===== config.mk =====
export PLATFORM = sky130hd
export DESIGN_NAME = fp_addsub_sequencer
export DESIGN_NICKNAME = d
export VERILOG_FILES = /design/src/rtl/fp_addsub_sequencer.sv
export SDC_FILE = /design/constraint.sdc
export NUM_CORES = 1
export LEC_CHECK = 0
export BUFFER_PORTS_ARGS = -buffer_cell sky130_fd_sc_hd__buf_2
export CORE_MARGIN = 3
export CORE_UTILIZATION = 40
export DETAILED_ROUTE_END_ITERATION = 10
export GPL_TIMING_DRIVEN = 0
export PLACE_DENSITY = 0.8
export SLEW_MARGIN = 20
export SYNTH_ARGS = -nofsm -noshare
export SYNTH_HDL_FRONTEND = slang
export SYNTH_SLANG_ARGS = --single-unit

===== constraint.sdc =====
create_clock -name clk_i -period 2.4 [get_ports clk_i]
set_clock_uncertainty 0.15 [all_clocks]
set_input_delay 0.12 -clock clk_i [delete_from_list [all_inputs] [get_ports clk_i]]
set_output_delay 0.12 -clock clk_i [all_outputs]
set_load 0.005 [all_outputs]

===== src/rtl/fp_addsub_sequencer.sv =====
// ---------------------------------------------------------------------------
// fp_addsub_sequencer
//   Issue/writeback controller for a fixed-latency FP add/sub unit.
//   Accepts at most one op per cycle and tracks its destination tag through a
//   LATENCY-deep valid/tag pipe that moves in lock-step with the unit. The tag
//   at the pipe tail is paired with the unit's result and flags. Writeback
//   backpressure freezes both the pipe and the unit through its clock enable.
//   The unit's reset is held for RST_CYCLES cycles after rst_n_i releases.
//   flush_i discards every op in flight.
//
//   Handshakes: a transfer happens on a rising clk edge when valid and ready
//   are both high. issue_ready_o is combinational from state, flush_i and
//   wb_ready_i. wb_valid_o never drops while waiting for wb_ready_i, except
//   when flush_i or rst_n_i discards the pending op.
//
// Ports
//   clk_i, rst_n_i              clock, synchronous active-low reset
//   flush_i                     discard all in-flight ops on the next edge
//   issue_valid_i/ready_o       issue handshake; issue_sub_i, issue_tag_i payload
//   fu_op_valid_o, fu_op_sub_o  operation strobe and select to the FP unit
//   fu_clk_en_o, fu_rst_n_o     FP unit clock enable and active-low reset
//   fu_result_i, fu_flags_i     FP unit result and {invalid, overflow, underflow}
//   wb_valid_o/ready_i          writeback handshake; wb_tag_o, wb_result_o, wb_flags_o
//   busy_o                      op in flight, or unit still in reset
//   inflight_o                  number of ops in flight
// ---------------------------------------------------------------------------
module fp_addsub_sequencer #(
  parameter int LATENCY    = 4,
  parameter int TAG_W      = 5,
  parameter int RST_CYCLES = 2
) (
  input  logic                         clk_i,
  input  logic                         rst_n_i,
  input  logic                         flush_i,
  input  logic                         issue_valid_i,
  output logic                         issue_ready_o,
  input  logic                         issue_sub_i,
  input  logic [TAG_W-1:0]             issue_tag_i,
  output logic                         fu_op_valid_o,
  output logic                         fu_op_sub_o,
  output logic                         fu_clk_en_o,
  output logic                         fu_rst_n_o,
  input  logic [31:0]                  fu_result_i,
  input  logic [2:0]                   fu_flags_i,
  output logic                         wb_valid_o,
  input  logic                         wb_ready_i,
  output logic [TAG_W-1:0]             wb_tag_o,
  output logic [31:0]                  wb_result_o,
  output logic [2:0]                   wb_flags_o,
  output logic                         busy_o,
  output logic [$clog2(LATENCY+1)-1:0] inflight_o
);

  localparam int INF_W = $clog2(LATENCY + 1);
  localparam int CNT_W = (RST_CYCLES > 1) ? $clog2(RST_CYCLES) : 1;

  typedef enum logic {
    ST_RST_HOLD = 1'b0,
    ST_RUN      = 1'b1
  } state_e;

  state_e             state_q;
  logic [CNT_W-1:0]   hold_cnt_q;

  logic [LATENCY:1]   v_q, v_d;
  logic [TAG_W-1:0]   tag_q [LATENCY:1];
  logic [TAG_W-1:0]   tag_d [LATENCY:1];
  logic [INF_W-1:0]   inflight_q, inflight_d;

  logic stall, advance, issue_ready, issue_fire, wb_fire;

  // The pipe only stalls when a finished op cannot leave. During the reset
  // hold the unit is clocked so its own reset takes effect.
  always_comb begin
    stall       = v_q[LATENCY] & ~wb_ready_i;
    advance     = ~stall | (state_q == ST_RST_HOLD);
    issue_ready = (state_q == ST_RUN) & advance & ~flush_i;
    issue_fire  = issue_valid_i & issue_ready;
    wb_fire     = v_q[LATENCY] & wb_ready_i;
  end

  always_comb begin
    v_d   = v_q;
    tag_d = tag_q;
    if (advance) begin
      v_d[1]   = issue_fire;
      tag_d[1] = issue_tag_i;
      for (int k = 2; k <= LATENCY; k++) begin
        v_d[k]   = v_q[k-1];
        tag_d[k] = tag_q[k-1];
      end
    end
    // Flush wins even while stalled; tags are don't-care once valids clear.
    if (flush_i) v_d = '0;
  end

  // A writeback in the flush cycle is not subtracted: the count goes to zero.
  always_comb begin
    inflight_d = inflight_q;
    if (flush_i) begin
      inflight_d = '0;
    end else begin
      case ({issue_fire, wb_fire})
        2'b10:   inflight_d = inflight_q + INF_W'(1);
        2'b01:   inflight_d = inflight_q - INF_W'(1);
        default: inflight_d = inflight_q;
      endcase
    end
  end

  // Reset sequencer: count RST_CYCLES released cycles, then run.
  always_ff @(posedge clk_i) begin
    if (!rst_n_i) begin
      state_q    <= ST_RST_HOLD;
      hold_cnt_q <= '0;
    end else begin
      case (state_q)
        ST_RST_HOLD: begin
          if (hold_cnt_q == CNT_W'(RST_CYCLES - 1)) state_q <= ST_RUN;
          else hold_cnt_q <= hold_cnt_q + CNT_W'(1);
        end
        ST_RUN:  state_q <= ST_RUN;
        default: state_q <= ST_RST_HOLD;
      endcase
    end
  end

  always_ff @(posedge clk_i) begin
    if (!rst_n_i) begin
      v_q        <= '0;
      inflight_q <= '0;
      for (int k = 1; k <= LATENCY; k++) tag_q[k] <= '0;
    end else begin
      v_q        <= v_d;
      inflight_q <= inflight_d;
      for (int k = 1; k <= LATENCY; k++) tag_q[k] <= tag_d[k];
    end
  end

  assign issue_ready_o = issue_ready;
  assign fu_op_valid_o = issue_fire;
  assign fu_op_sub_o   = issue_sub_i;
  assign fu_clk_en_o   = advance;
  assign fu_rst_n_o    = (state_q == ST_RUN);
  assign wb_valid_o    = v_q[LATENCY];
  assign wb_tag_o      = tag_q[LATENCY];
  assign wb_result_o   = fu_result_i;
  assign wb_flags_o    = fu_flags_i;
  assign busy_o        = (state_q != ST_RUN) | (inflight_q != '0);
  assign inflight_o    = inflight_q;

endmodule

==> flow_summary.ini, run 1 <==
[die]
core_region_area_mm2 = 0.00349
rows = 21
dieArea_mm2 = 0.00456
io_pins = 96
die_w_um = 67.5
dieHeight_um = 67.5
floorplan.initialDensity_pct = 43.3

[placed_design]
port_buffers = 59
gp_congestion = 0.734
pre_cts_ws_ns = 0.323
dp_cells = 279
post-dp-hpwl_mm = 2.16

[power]
switchingPower_mw = 0.233
comb_power_share_pct = 11.7
p_clk_share_pct = 44.8
power_density_mw_per_mm2 = 567
p_int_mw = 0.926
switching_share_pct = 20.1
vdd_drop_max_mv = 0.317
p_leak_nw = 0.973
power_frac_seq_pct = 43.5

[sta]
setup_ws_ns = 0.309
slew_headroom_pct = 76.8
tns_ns = 0
rsz0062_at_grt = false
worst_pin_slew_ns = 0.348
fin_crit_sh_pct = 87.1
drv_slew = 0
fmax_mhz = 478
post-route-min-period_ns = 2.09
finalHoldViolations = 0
finalSetupViolations = 0

[detailed_routing]
drt_iter0_markers = 26
vias = 1238
wire_per_inst_um = 9.55
avgViaCountPerCell = 4.23
ant_nets = 0
drt_pass1_iterations = 4
drc = 0
wirelength_mm = 2.80

[clocking]
clkLatencyLatePin_ns = 0.28
cts_max_level = 2
ctsResizeCount = 0
cts.sinks = 29
clk_pin_slew_worst_paths_ns = 0.06
clockRootBuffer = clkbuf_8
cts_tree = done
clock_path_buffers = 2
cts_inserted_buffers = 5

[run_status]
status = complete, no violations

[cells_and_area]
drive_gt1_share_pct = 49.8
multi_input_area_um2 = 531
fillCellCount = 346
fin_nets = 294
final_common_cell = buf_2
layout_common_cells = buf_2 (59), nand2_1 (45), buf_4 (41)
syn2layout_area_growth_pct = 35.0
seqCellArea_um2 = 581
n_antenna_cell = 0
fin_cells = 293

[setup_path]
startpoint = fu_rst_n_o$_SDFF_PN0_
path_class = reg2reg
r2r_slack_ns = 0.31
cp-end-kind = flop
r2r-start = fu_rst_n_o$_SDFF_PN0_
start_kind = flop
crit_fanout = 6
required_ns = 2.46
arrival_ns = 2.15

[synthesis]
ys_types = 25
synth-seq-area-share_pct = 38.3
synth_warnings = 0
syn_area_mm2 = 0.00151
syn_avg_cell_area_um2 = 8.70
synth_seq_cells = 29
syn_nets = 222
synth_cells = 174

[hold_path]
hold_class = in2reg
min_from = issue_valid_i

[global_routing]
use_met2_pct = 21.7
busiest_layer = met2
met1_usage_pct = 13.4
grt_pass1_vias = 1055
grt_pass1_wl_mm = 4.26
track_usage_pct = 12.9
grt_max_degree = 11
grt-ovfl-total = 0
use_met3_pct = 5.66
antenna_found_initial = 0

[run]
maxCapViolCount = 0
through the flow:
step / hold WS (ns) / power [mW] / instance area, um2 / util [%]
3_3_place_gp: 0.221 / 0.643 / 1870 / 53.4
6_report: 0.0127 / 1.16 / 2040 / 58.5
2_1_floorplan: 0.109 / 0.596 / 1510 / -
4_1_cts: 0.00466 / 1.17 / 2040 / 58.5
3_5_place_dp: 0.226 / 0.646 / 1870 / 53.4
5_1_grt: 0.0556 / 1.21 / 2040 / 58.5
path summary, 6_finish.rpt:
path                                                   end  depth (start not counted)
worst min register to register    wb_tag_o[3]$_SDFFE_PN0P_                          2
worst max-delay path            inflight_o[2]$_SDFFE_PP0P_                          8
worst max register to register  inflight_o[2]$_SDFFE_PP0P_                          8
worst min-delay path                   v_q[1]$_SDFFE_PP0P_                          3
kinds of logic after synthesis:
| logic type | Yosys count | synth area share (%) |
|---|---|---|
| AND/OR/NAND/NOR | 59 | 16.4 |
| buffers and inverters | 54 | 26.6 |
| flip-flops | 29 | 38.3 |
| AO/OA/AOI/OAI | 28 | 15.4 |
| XOR/XNOR | 2 | 1.16 |
| adder cells (fa/ha/maj) | 2 | 2.15 |
power groups by stage:
stage / sequential, mW / combinational, mW / clock (mW)
final: 0.505 / 0.136 / 0.519
after global routing: 0.507 / 0.152 / 0.555
after CTS: 0.505 / 0.138 / 0.531
after detailed placement: 0.515 / 0.130 / 0
after global placement: 0.515 / 0.128 / 0
after floorplan: 0.514 / 0.0823 / 0
synth_stat cells:
cell type	instances	share of area, %
a21boi_2	10	7.4
buf_4	41	20
nand2b_1	2	0.83
fa_1	1	1.3
ha_1	1	0.83
buf_8	1	0.99
and3b_1	1	0.58
nand3_1	1	0.33
nand4b_1	1	0.58
a21boi_0	4	2.0
or3_1	1	0.41
o21ai_0	1	0.33
inv_1	5	1.2
xor2_1	2	1.2
o21a_1	1	0.50
and2_1	2	0.83
a21boi_1	7	3.5
clkbuf_1	2	0.50
nand2_1	45	11
buf_6	4	3.0
a21oi_1	5	1.7
inv_6	1	0.58
nor2_1	5	1.2
dfxtp_1	29	38
nor2b_1	1	0.41
timing repair:
| item | in CTS | in global routing |
|---|---|---|
| hold endpoints to repair | 7 | 0 |
| hold buffers | 6 | 0 |
| buffers inserted | 0 | 0 |
cell type report:
| type | instances | share of cell area [%] |
|---|---|---|
| Timing Repair Buffer | 65 | 17.4 |
| Clock inverter | 1 | 1.47 |
| Multi-Input combinational cell | 91 | 26.0 |
| Tap cell | 46 | 2.82 |
| Sequential cell | 29 | 28.4 |
| Inverter | 6 | 1.35 |
| Clock buffer | 7 | 4.23 |
| Buffer | 48 | 18.4 |
routing by layer:
layer / vias up / wire length (um)
li1: 650 / -
met1: 525 / 1060
met2: 61 / 1400
met3: 2 / 326
met4: 0 / 17
met5: - / 0
state kept, by name (all words and copies together) (netlist names):
register / flops
fu_rst_n_o: 1
hold_cnt_q: 1
inflight_o: 3
tag_q: 15
v_q: 4
wb_tag_o: 5
worst max-delay path: stages (launching register included):
cell	delay (ns)
dfxtp_1	0.35
nor2b_1	0.15
nand3_1	0.12
ha_1	0.21
inv_1	0.06
fa_1	0.37
xor2_1	0.15
or3_1	0.30
a21oi_1	0.15
Note: power is estimated with default switching activity, not from simulation.
==> inputs of run 2 (changes only) <==
ABC_AREA = 1   (was default)
CORE_UTILIZATION = 43   (was 40)
PLACE_DENSITY = 0.84   (was 0.8)
==> run 2 against run 1 <==
Against the previous run:
- flip-flop and latch count stayed put
- sequential share of layout area is 0.17 points lower
- die area is 3.6% lower
- via count is 5.3% higher
- routed wire length is 6.5% higher
- synthesized cell count is 5.7% higher
- clock-buffer cell count stayed put
- core utilization is 1.7 points higher
- largest cell class unchanged
==> flow_summary.ini, run 2 <==
[run_status]
status = complete, no violations

[synthesis]
ys_types = 19
synth_area_leaders = dfxtp_1 (37%), buf_4 (20%), a21oi_2 (11%)
synth-seq-area-share_pct = 37.1
yosysMostFrequentCell = buf_4
synth_warnings = 0
synth_ff_type = dfxtp_1
syn_area_mm2 = 0.00156
syn_avg_cell_area_um2 = 8.49
synth_cells = 184
synth_top_area_share_pct = 37.1
synthTopCellsByCount = buf_4 (41), nand2_1 (34), dfxtp_1 (29)
synth_seq_cells = 29
synth-async-reset-ratio_pct = 0
syn_nets = 232
synth_edf_count = 0
synth_top_area_cell = dfxtp_1

[cells_and_area]
fin_nets = 305
multi_input_area_um2 = 556
largest_register_ffs = 15
fillCellCount = 336
regMostFlops = tag_q
layout_common_cells = buf_2 (63), buf_4 (41), nand2_1 (34)
drive_gt1_share_pct = 59.7
final_common_cell = buf_2
n_antenna_cell = 0
syn2layout_area_growth_pct = 31.5
finish.instance_area_mm2 = 0.00206
seqCellArea_um2 = 581

[die]
die_w_um = 66.3
core_region_area_mm2 = 0.00342
io_pins = 96
dieHeight_um = 66.3
floorplan.initialDensity_pct = 45.8
dieArea_mm2 = 0.00439
rows = 21

[setup_path]
arrival_ns = 2.04
start_kind = flop
required_ns = 2.48
path_cells = nand4_1, ha_1, inv_1, fa_1, a211oi_1
critPathSlowestCell = dfxtp_1
critPathMaxStageDelay_ns = 0.48
cp.buffers_inverters = 1
crit_fanout = 7
cp-end-kind = flop
worst_path_dominant_cell_family = adder cells
path_class = reg2reg

[global_routing]
met1_usage_pct = 15.8
grt_pass1_wl_mm = 4.76
use_met3_pct = 4.59
busiest_layer = met2
antenna_found_initial = 0
use_met2_pct = 24.0
track_usage_pct = 14.4
grt_pass1_vias = 1148
grt-ovfl-total = 0
grt_max_degree = 11

[clocking]
holdBufCountCts = 7
cts.sinks = 29
ctsResizeCount = 0
cts_max_level = 2
cts_inserted_buffers = 5
cts_tree = done
clk_pin_slew_worst_paths_ns = 0.08
clkLatencyLatePin_ns = 0.32
clock_path_buffers = 2
post_cts_buffers = 0
clockRootBuffer = clkbuf_4

[power]
p_leak_nw = 1.01
comb_power_share_pct = 14.5
p_clk_share_pct = 33.6
power_frac_seq_pct = 51.9
switchingPower_mw = 0.224
p_int_mw = 0.755
power_density_mw_per_mm2 = 477
switching_share_pct = 22.9
vdd_drop_max_mv = 0.232

[sta]
slew_headroom_pct = 81.5
worst_pin_slew_ns = 0.276
tns_ns = 0
finalHoldViolations = 0
post-route-min-period_ns = 1.95
fmax_mhz = 512
drv_slew = 0
fin_crit_sh_pct = 81.4
rsz0062_at_grt = false
finalSetupViolations = 0

[detailed_routing]
vias = 1304
avgViaCountPerCell = 4.29
drt_pass1_iterations = 4
wirelength_mm = 2.98
drt_iter0_markers = 27
drc = 0
wire_per_inst_um = 9.80
ant_nets = 0

[placed_design]
gp_congestion = 0.808
port_buffers = 59
place_area_mm2 = 0.00192
post-dp-hpwl_mm = 2.33

[hold_path]
hold_class = in2reg

[run]
maxCapViolCount = 0
## run 2: cell types whose count changed in the layout (fill, tap and decap cells not counted), moves of 4 or more
cell / change
buf_2: +4
clkbuf_8: -4
clkbuf_4: +5
nand2_1: -11
a21boi_2: -10
a21oi_2: +19
a21boi_0: -4
inv_1: +9
nand2_2: +19
buf_6: -4
a21boi_1: -7
## run 2: metal layers
metal	part of all wire, %	vias up	wire length, um
met5	0	-	0
met4	1.4	0	41
met3	9.0	2	267
met2	51	59	1510
met1	39	565	1160
li1	-	678	-
## run 2: worst reg2reg max path, cell delays in order (launching register included)
cell	delay [ns]
dfxtp_1	0.48
nand4_1	0.22
ha_1	0.26
inv_1	0.10
fa_1	0.43
a211oi_1	0.23
## run 2: path summary, 6_finish.rpt
check | from | to | slack [ns] | depth (start not counted)
min reg2reg | hold_cnt_q$_SDFFE_PN0N_ | hold_cnt_q$_SDFFE_PN0N_ | 0.31 | 2
max | fu_rst_n_o$_SDFF_PN0_ | inflight_o[1]$_SDFFE_PP0P_ | 0.45 | 5
min | flush_i | v_q[3]$_SDFFE_PP0P_ | 0.04 | 4
max reg2reg | fu_rst_n_o$_SDFF_PN0_ | inflight_o[1]$_SDFFE_PP0P_ | 0.45 | 5
## run 2: area by class of cell
type                       instances  share of cell area [%]
multi-input combinational         93                    27.0
buffer                            47                    17.9
inverter                          15                    2.86
clock inverter                     1                   0.243
clock buffer                       7                    3.16
sequential                        29                    28.2
tap                               46                    2.80
timing repair buffer              66                    17.8
## run 2: kinds of logic (layout without fill, tap and decap cells)
family	after synthesis	in the layout	share of synthesized area (%)
buffers and inverters	62	136	27.3
AND/OR/NAND/NOR	63	63	19.6
AO/OA/AOI/OAI	28	28	13.9
adder cells (fa/ha/maj)	2	2	2.08
flip-flops	29	29	37.1
## run 2: through the flow
stage | setup WS (ns) | hold slack (ns) | cells | util [%] | total power, mW
3_3_place_gp | 0.541 | 0.235 | 289 | 56.1 | 0.651
5_1_grt | 0.316 | 0.0527 | 304 | 60.2 | 1.04
4_1_cts | 0.437 | 0.0303 | 304 | 60.2 | 0.994
6_report | 0.446 | 0.0449 | 304 | 60.2 | 0.980
3_5_place_dp | 0.459 | 0.238 | 289 | 56.1 | 0.655
2_1_floorplan | 0.631 | 0.121 | 184 | - | 0.604
## run 2: power by group through the flow
stage	registers [mW]	logic [mW]	clock network [mW]
global placement	0.519	0.132	0
CTS	0.508	0.144	0.342
finish	0.508	0.142	0.329
detailed placement	0.519	0.135	0
floorplan	0.517	0.0867	0
global route	0.511	0.158	0.366
==> inputs of run 3 (changes only) <==
clock period = 2 ns   (was 2.4 ns; I/O delays follow)
==> run 3 against run 2 <==
Against the previous run:
- power is 20% higher
- combinational power grew 20%
- final cell count is the same
- final area is 0.12% higher
==> flow_summary.ini, run 3 (synthesis results as in run 2) <==
[detailed_routing]
vias = 1305
drc = 0
wirelength_mm = 2.98
drt_iter0_markers = 27
ant_nets = 0
wire_per_inst_um = 9.81
drt_pass1_iterations = 4
avgViaCountPerCell = 4.29

[placed_design]
port_buffers = 59
post-dp-hpwl_mm = 2.33
gp_congestion = 0.808
place_area_mm2 = 0.00192

[cells_and_area]
seqCellArea_um2 = 583
finish.instance_area_mm2 = 0.00206
drive_gt1_share_pct = 60.5
layout_common_cells = buf_2 (63), buf_4 (41), nand2_1 (34)
final_util_pct = 60.3
syn2layout_area_growth_pct = 31.7
largest_register_ffs = 15
multi_input_area_um2 = 556
n_antenna_cell = 0
fin_nets = 305
regMostFlops = tag_q
final_common_cell = buf_2
fillCellCount = 334

[power]
vdd_drop_max_mv = 0.279
p_leak_nw = 1.01
total_power_mw = 1.18
power_density_mw_per_mm2 = 571

[sta]
fin_crit_sh_pct = 92.2
fmax_mhz = 542
finalHoldViolations = 0
slew_headroom_pct = 81.7
finalSetupViolations = 0
worst_pin_slew_ns = 0.275
drv_slew = 0
post-route-min-period_ns = 1.84
tns_ns = 0
rsz0062_at_grt = false

[run]
maxCapViolCount = 0

[clocking]
clk_pin_slew_worst_paths_ns = 0.08
cts.sinks = 29
clockRootBuffer = clkbuf_4
cts_inserted_buffers = 5
clock_path_buffers = 2
cts_max_level = 2
cts_tree = done
clkLatencyLatePin_ns = 0.32

[setup_path]
cp-end-kind = flop
critPathSlowestCell = fa_1
arrival_ns = 1.93
path_class = reg2reg
crit_fanout = 7
start_kind = flop
critPathMaxStageDelay_ns = 0.43
path_cells = nand4_1, ha_1, inv_1, fa_1, a211oi_1
required_ns = 2.08

[global_routing]
grt-ovfl-total = 0
grt_pass1_vias = 1148
grt_max_degree = 11
grt_pass1_wl_mm = 4.76
track_usage_pct = 14.4
antenna_found_initial = 0

[die]
floorplan.initialDensity_pct = 45.8
die_w_um = 66.3
rows = 21
dieHeight_um = 66.3
io_pins = 96
core_region_area_mm2 = 0.00342
dieArea_mm2 = 0.00439

[run_status]
status = complete, no violations

[hold_path]
hold_class = in2reg
[run 3: cell counts in the layout (fill, tap and decap cells not counted)]
Identical to the previous run, type by type.
[run 3: per-layer routing]
| layer | global-route usage (%) | part of all wire [%] |
|---|---|---|
| met5 | 0 | 0 |
| met4 | 8.38 | 1.4 |
| met3 | 4.59 | 9.0 |
| met2 | 24.0 | 51 |
| met1 | 15.8 | 39 |
[run 3: layout make-up]
cell class              instances  area share [%]
plain buffers                  47            17.9
well taps                      46            2.80
clock buffers                   7            3.16
clock inverters                 1           0.243
repair buffers                 66            17.8
flip-flops and latches         29            28.3
multi-input cells              93            27.0
inverters                      15            2.86
[run 3: worst max-delay path, delay by kind of cell (launching register included)]
kind | cells | cell delay (ns)
buf+inv | 1 | 0.09
fa+ha+maj | 2 | 0.69
flops | 1 | 0.41
simple gates | 1 | 0.19
compound gates | 1 | 0.23
[run 3: report_power, final]
group	leakage [nW]	switching, mW	internal (mW)
Sequential	0.238	0.0144	0.596
Combinational	0.727	0.0630	0.108
Clock	0.0413	0.192	0.203
Total	1.01	0.269	0.907
[run 3: worst paths after layout]
check                           from  slack, ns                    endpoint  cells past startpoint
max            fu_rst_n_o$_SDFF_PN0_       0.16  inflight_o[1]$_SDFFE_PP0P_                      5
min                          flush_i       0.02         v_q[3]$_SDFFE_PP0P_                      4
max reg2reg    fu_rst_n_o$_SDFF_PN0_       0.16  inflight_o[1]$_SDFFE_PP0P_                      5
min reg2reg  hold_cnt_q$_SDFFE_PN0N_       0.31     hold_cnt_q$_SDFFE_PN0N_                      2
[run 3: what timing repair did]
item,in CTS,in global routing
setup endpoints to repair,0,2
hold endpoints to repair,9,0
buffers inserted,0,0
hold buffers,7,0
resized for setup,0,2
[run 3: through the flow]
stage	hold slack (ns)	setup slack (ns)	std cells
floorplan	0.0811	0.231	184
global placement	0.215	0.141	289
detailed placement	0.217	0.0590	289
CTS	0.0103	0.0369	304
global route	0.0327	0.00737	304
finish	0.0248	0.156	304
